==> config.mk <==
export PLATFORM = sky130hd
export DESIGN_NAME = io_uart_tx
export DESIGN_NICKNAME = d
export VERILOG_FILES = /design/src/rtl/io_uart_tx_pkg.sv /design/src/rtl/io_uart_tx_sync_fifo.sv /design/src/rtl/io_uart_tx.sv
export SDC_FILE = /design/constraint.sdc
export NUM_CORES = 1
export LEC_CHECK = 0
export CORE_UTILIZATION = 55
export CTS_BUF_LIST = sky130_fd_sc_hd__clkbuf_16
export CTS_CLUSTER_SIZE = 8
export DETAILED_ROUTE_END_ITERATION = 12
export PLACE_DENSITY = 0.89
export SLEW_MARGIN = 20
export SYNTH_ARGS = -nofsm -noshare
export SYNTH_HDL_FRONTEND = slang
export SYNTH_SLANG_ARGS = --single-unit
==> constraint.sdc <==
create_clock -name clk -period 5.15 [get_ports clk]
set_input_delay 1.03 -clock clk [delete_from_list [all_inputs] [get_ports clk]]
set_output_delay 1.03 -clock clk [all_outputs]
set_load 0.005 [all_outputs]
==> src/rtl/io_uart_tx_pkg.sv <==
// io_uart_tx_pkg: register offsets and FSM state encodings shared by the UART transmitter
package io_uart_tx_pkg;
  localparam logic [1:0] REG_TXDATA  = 2'd0;
  localparam logic [1:0] REG_STATUS  = 2'd1;
  localparam logic [1:0] REG_BAUDDIV = 2'd2;
  localparam logic [1:0] REG_CTRL    = 2'd3;
  localparam logic [1:0] S_IDLE  = 2'd0;
  localparam logic [1:0] S_START = 2'd1;
  localparam logic [1:0] S_DATA  = 2'd2;
  localparam logic [1:0] S_STOP  = 2'd3;
endpackage

==> src/rtl/io_uart_tx_sync_fifo.sv <==
// io_uart_tx_sync_fifo: synchronous FIFO; a push while full is taken only if a pop frees a slot the same cycle
module io_uart_tx_sync_fifo #(
  parameter int DW = 8,
  parameter int AW = 3
) (
  input  logic          clk,
  input  logic          resetb,
  input  logic          push,
  input  logic          pop,
  input  logic [DW-1:0] din,
  output logic [DW-1:0] dout,
  output logic          full,
  output logic          empty,
  output logic [AW:0]   count
);
  localparam logic [AW:0] DEPTH = {1'b1, {AW{1'b0}}};
  logic [DW-1:0] mem [2**AW];
  logic [AW-1:0] wp, rp;
  logic do_push, do_pop;
  assign do_pop = pop && !empty;
  assign do_push = push && (!full || do_pop);
  assign full = count == DEPTH;
  assign empty = count == '0;
  assign dout = mem[rp];
  always_ff @(posedge clk)
    if (do_push) mem[wp] <= din;
  always_ff @(posedge clk) begin
    if (!resetb) begin
      wp <= '0;
      rp <= '0;
      count <= '0;
    end else begin
      if (do_push) wp <= wp + 1'b1;
      if (do_pop) rp <= rp + 1'b1;
      count <= count + {{AW{1'b0}}, do_push} - {{AW{1'b0}}, do_pop};
    end
  end
endmodule

==> src/rtl/io_uart_tx.sv <==
// io_uart_tx: memory-mapped 8N1 UART transmitter with TX FIFO, status, divisor and control registers
module io_uart_tx
  import io_uart_tx_pkg::*;
#(
  parameter logic [3:0]  BASE_ADDR   = 4'h0,
  parameter int          FIFO_AW     = 3,
  parameter logic [15:0] DEFAULT_DIV = 16'd434
) (
  input  logic        clk,
  input  logic        resetb,
  input  logic [7:0]  io_addr,
  input  logic        io_en,
  input  logic        io_we,
  input  logic [31:0] io_data_write,
  output logic [31:0] io_data_read,
  output logic        tx,
  output logic        irq
);
  logic sel, wr, push, pop, full, empty, busy, ovf, tx_en, irq_en;
  logic [1:0] rsel, state;
  logic [FIFO_AW:0] count;
  logic [7:0] dout, sh;
  logic [15:0] div, cnt;
  logic [2:0] bit_idx;
  logic [31:0] status;
  logic unused_bits;
  assign unused_bits = &{1'b0, io_addr[1:0], io_data_write[31:16]};
  assign sel = io_en && io_addr[7:4] == BASE_ADDR;
  assign rsel = io_addr[3:2];
  assign wr = sel && io_we;
  assign push = wr && rsel == REG_TXDATA;
  assign busy = state != S_IDLE;
  assign pop = !busy && tx_en && !empty;
  assign irq = irq_en && empty && !busy;
  assign status = 32'({count, ovf, busy, empty, full});
  assign io_data_read = !sel ? '0
                      : rsel == REG_STATUS ? status
                      : rsel == REG_BAUDDIV ? {16'b0, div}
                      : rsel == REG_CTRL ? {30'b0, irq_en, tx_en}
                      : '0;
  io_uart_tx_sync_fifo #(.DW(8), .AW(FIFO_AW)) u_fifo (
    .clk(clk), .resetb(resetb), .push(push), .pop(pop), .din(io_data_write[7:0]),
    .dout(dout), .full(full), .empty(empty), .count(count)
  );
  // every bit reloads from the live divisor, so a mid-frame BAUDDIV write applies from the next bit
  always_ff @(posedge clk) begin
    if (!resetb) begin
      state <= S_IDLE;
      tx <= 1'b1;
      cnt <= '0;
      sh <= '0;
      bit_idx <= '0;
      div <= DEFAULT_DIV;
      tx_en <= 1'b1;
      irq_en <= 1'b0;
      ovf <= 1'b0;
    end else begin
      if (wr && rsel == REG_BAUDDIV) div <= io_data_write[15:0] == '0 ? 16'd1 : io_data_write[15:0];
      if (wr && rsel == REG_CTRL) {irq_en, tx_en} <= io_data_write[1:0];
      if (push && full && !pop) ovf <= 1'b1;
      else if (wr && rsel == REG_STATUS && io_data_write[3]) ovf <= 1'b0;
      if (pop) begin
        sh <= dout;
        cnt <= div - 16'd1;
        tx <= 1'b0;
        state <= S_START;
      end else if (busy) begin
        if (cnt != '0) cnt <= cnt - 16'd1;
        else begin
          cnt <= div - 16'd1;
          if (state == S_START) begin
            tx <= sh[0];
            bit_idx <= '0;
            state <= S_DATA;
          end else if (state == S_DATA) begin
            if (bit_idx == 3'd7) begin
              tx <= 1'b1;
              state <= S_STOP;
            end else begin
              sh <= sh >> 1;
              tx <= sh[1];
              bit_idx <= bit_idx + 3'd1;
            end
          end else state <= S_IDLE;
        end
      end
    end
  end
endmodule
==> run_results.csv <==
group,metric,value,unit
outcome,outcome,"complete, no violations",
final_layout,fin_nets,634,
grt,pin_count_of_the_biggest_net_entering_global_routing,43,
sta,final_min_period_over_clock_period,0.824,
route,detail_route.first_pass.iterations,6,
place,place.port_buffers,43,
floorplanning,top_level_ports,78,
route,detail_route.wl_per_cell,20.7,um
hold_path,worst_hold_path_type,"flip-flop to flip-flop",
synthesis,synth_edf_count,64,
setup_path,critical_path.reg2reg.startpoint,"u_fifo.count[2]$_SDFF_PN0_",
synthesis,netlist_area,0.00600,mm^2
synthesis,ys_async_sr_fraction,0,
place,post-dp-hpwl,9330,um
setup_path,timing.reg2reg.worst_path_depth,8,
hold_path,min-delay-start,"sh[2]$_SDFFE_PN0P_",
synthesis,synth-main-ff-cell,"edfxtp_1",
place,placed_cell_area,0.00650,mm^2
grt,grt_usage,0.283,
floorplanning,floorplan.core_area,0.0105,mm^2
floorplanning,die-width,106,um
setup_path,timing.critical_path.required,4120,ps
sta,final-hold-violation-count,0,
place,place_congestion,0.900,
hold_path,timing.hold.worst_endpoint,"sh[2]$_SDFFE_PN0P_",
synthesis,synthDistinctLibCells,66,
synthesis,synth_sequential_area_ratio,0.527,
sta,timing_worst_slew_pin_value,1020,ps
run,cap_violations,0,
setup_path,critical_path_arrival,3220,ps
setup_path,reg_to_reg_slack_setup,1900,ps
cts,cts_root_buf,"clkbuf_16",
hold_path,min_path_cells,1,
synthesis,ys_seq_elements,126,
floorplanning,starting_density,0.573,
cts,worst_setup_hold_path_clk_slew,60,ps
grt,grt_pass1_vias,4601,
synthesis,synth.yosys.warnings,0,
floorplanning,design.die.area,0.0113,mm^2
sta,maxSlewHeadroom,0.314,
cts,cts.path.max_buffers,2,
final_layout,areaGrowthSynthToFinish,18.5,%
cts,post_cts_resize_count,0,
final_layout,finish.instance_area,0.00711,mm^2
sta,rsz_0062_raised_after_global_routing,"false",
route,postRouteWirelength,14900,um
route,residual_drc,0,
grt,initial_antenna_violation_count,0,
final_layout,drive_gt1_frac,0.125,
cts,clock_latency,420,ps
final_layout,finalNonFillerCells,722,
setup_path,setup.worst_path.class,"input pin to output pin",
sta,slew_violations,0,
route,via_count,4653,
cts,tritoncts,"done",
cts,cts_max_level,4,
grt,grt_pass1_wl,24000,um
cts,tritoncts.num_buffers,17,
cts,cts_hold_buffers,0,
floorplanning,core.rowCount,37,
route,antenna_violating_nets_post_route,0,
grt,grt-ovfl-total,0,
setup_path,worst_setup_path_end_kind,"output pin",
synthesis,syn_avg_cell_area,11.3,um^2
sta,timing.fmax,0.236,GHz
cts,cts.repair_timing.setup_buffer_count,0,
route,drt-vias-per-instance,6.44,
sta,finalSetupViolCount,0,
setup_path,category_of_the_worst_setup_path_launch_point,"input pin",
final_layout,number_of_filler_instances_in_the_final_layout,701,
setup_path,crit-reg2reg-capture,"u_fifo.mem[7][6]$_DFFE_PP_",
final_layout,count_of_antenna_diodes_in_the_layout,0,
sta,final.setup.tns,0,ps
sta,worst_clock_skew,6.14,ps
power_and_ir_drop,power-per-cell-area,500,mW/mm^2
power_and_ir_drop,worst_ir_drop_vdd,0.289,mV
floorplanning,fp.dieH,106,um
power_and_ir_drop,static-leakage-power,2.49,nW
route,first_iter_violations,573,
place,number_of_instances_in_the_placed_design,690,
synthesis,netlist_instances,530,
setup_path,path_max_fanout,10,
sta,layout_min_cycle_time,4250,ps
cts,numClockSinks,126,
## layout make-up
class | count | area (um^2) | area share
clock inverter | 15 | 186 | 0.0262
tap | 136 | 170 | 0.0239
timing repair buffer | 52 | 498 | 0.0700
multi-input combinational | 355 | 2580 | 0.363
sequential | 126 | 3160 | 0.445
inverter | 21 | 81.3 | 0.0114
clock buffer | 17 | 425 | 0.0598
## worst max path at each step
stage	from	to	slack, ps	cells past startpoint
after floorplan	io_addr[4]	u_fifo.mem[1][0]$_DFFE_PP_	1250	5
after global placement	io_addr[4]	u_fifo.mem[6][4]$_DFFE_PP_	950	7
after detailed placement	io_addr[4]	u_fifo.mem[7][4]$_DFFE_PP_	820	7
after CTS	io_addr[3]	io_data_read[2]	1000	5
after global routing	io_addr[3]	io_data_read[2]	840	5
final	io_addr[3]	io_data_read[2]	900	5
## stage by stage
step	power [mW]	util	worst slack [ps]	hold WS [ps]
after CTS	3.54	0.679	1000	487
after global routing	3.72	0.680	838	510
after floorplan	2.04	-	1250	450
after detailed placement	2.29	0.621	820	469
after global placement	2.23	0.621	954	457
final	3.56	0.680	904	486
## logic make-up after synthesis
| logic type | synth area share |
|---|---|
| and+or+nand+nor | 0.149 |
| DFF | 0.527 |
| AOI/OAI and AO/OA | 0.113 |
| buffers and inverters | 0.0515 |
| muxes | 0.0820 |
| xor gates and xnor gates | 0.0394 |
| adders and majority gates | 0.0367 |
| other | 0.000625 |
## cells in the final DEF (no fill, tap or decap), drive strengths merged, types with 3 or more instances in the layout
master	Yosys	routed
a221o	5	5
and2	10	10
nand2	28	28
a31oi	7	7
a21oi	27	27
mux4	16	16
conb	1	16
nor2b	3	3
nand2b	4	4
buf	25	9
nor4b	4	4
mux2i	12	12
nor4	13	13
a22oi	17	17
bufinv	0	3
ha	16	16
nor3	14	14
nor2	52	52
or3b	4	4
a22o	7	7
xnor2	13	13
edfxtp	64	64
o21a	3	3
nor3b	4	4
o21ai	16	16
clkbuf	18	17
clkinvlp	0	3
nand3	10	10
dfxtp	62	62
clkdlybuf4s50	0	43
xor2	14	14
nand4	5	5
inv	20	25
clkinv	1	5
a211oi	4	4
## per-layer routing
layer,wire [um],GRT usage,vias up
li1,-,-,2021
met1,5760,0.355,2238
met2,7230,0.461,327
met3,1380,0.0589,67
met4,576,0.152,0
met5,0,0,-
## worst max-delay path: stages
cell and delay (ps):
clkdlybuf4s50_1 720, nor2b_1 540, a22oi_1 190, nor2_1 190, clkdlybuf4s50_1 540
## synthesized netlist by cell type (all sizes together) (2+ instances only)
| master | n | area share |
|---|---|---|
| o21a | 3 | 0.0038 |
| mux4 | 16 | 0.060 |
| nor4b | 4 | 0.0069 |
| nor4 | 13 | 0.015 |
| and2 | 10 | 0.010 |
| o221a | 2 | 0.0038 |
| o21ai | 16 | 0.013 |
| clkbuf | 18 | 0.011 |
| nand2b | 4 | 0.0042 |
| nand4b | 2 | 0.0029 |
| nor3 | 14 | 0.013 |
| nand2 | 28 | 0.019 |
| buf | 25 | 0.027 |
| a31oi | 7 | 0.0073 |
| a211oi | 4 | 0.0050 |
| o31a | 2 | 0.0029 |
| nor2b | 3 | 0.0031 |
| edfxtp | 64 | 0.32 |
| mux2i | 12 | 0.020 |
| xor2 | 14 | 0.020 |
| nand3b | 2 | 0.0025 |
| a22o | 7 | 0.010 |
| ha | 16 | 0.033 |
| a21o | 2 | 0.0025 |
| nor2 | 52 | 0.033 |
| xnor2 | 13 | 0.019 |
| inv | 20 | 0.013 |
| o31ai | 2 | 0.0025 |
| nor3b | 4 | 0.0067 |
| or4 | 2 | 0.0025 |
| nand3 | 10 | 0.0083 |
| dfxtp | 62 | 0.21 |
| a22oi | 17 | 0.021 |
| a221o | 5 | 0.0083 |
| nand4 | 5 | 0.0052 |
| and4 | 2 | 0.0029 |
| or3b | 4 | 0.0063 |
| a21oi | 27 | 0.023 |
## state kept, by name, summed over array words and instances, names as in the netlist, named ones only
name          cells
tx                1
tx_en             1
irq_en            1
u_fifo.wp         3
u_fifo.mem       64
bit_idx           3
cnt              16
state             2
ovf               1
u_fifo.count      4
div              16
u_fifo.rp         3
sh                8
## where the power goes
part	total [mW]	switching, mW	internal (mW)
combinational	1.02	0.581	0.437
sequential	1.31	0.143	1.16
clock	1.23	0.465	0.767
Power figures use the tool's default switching activity.
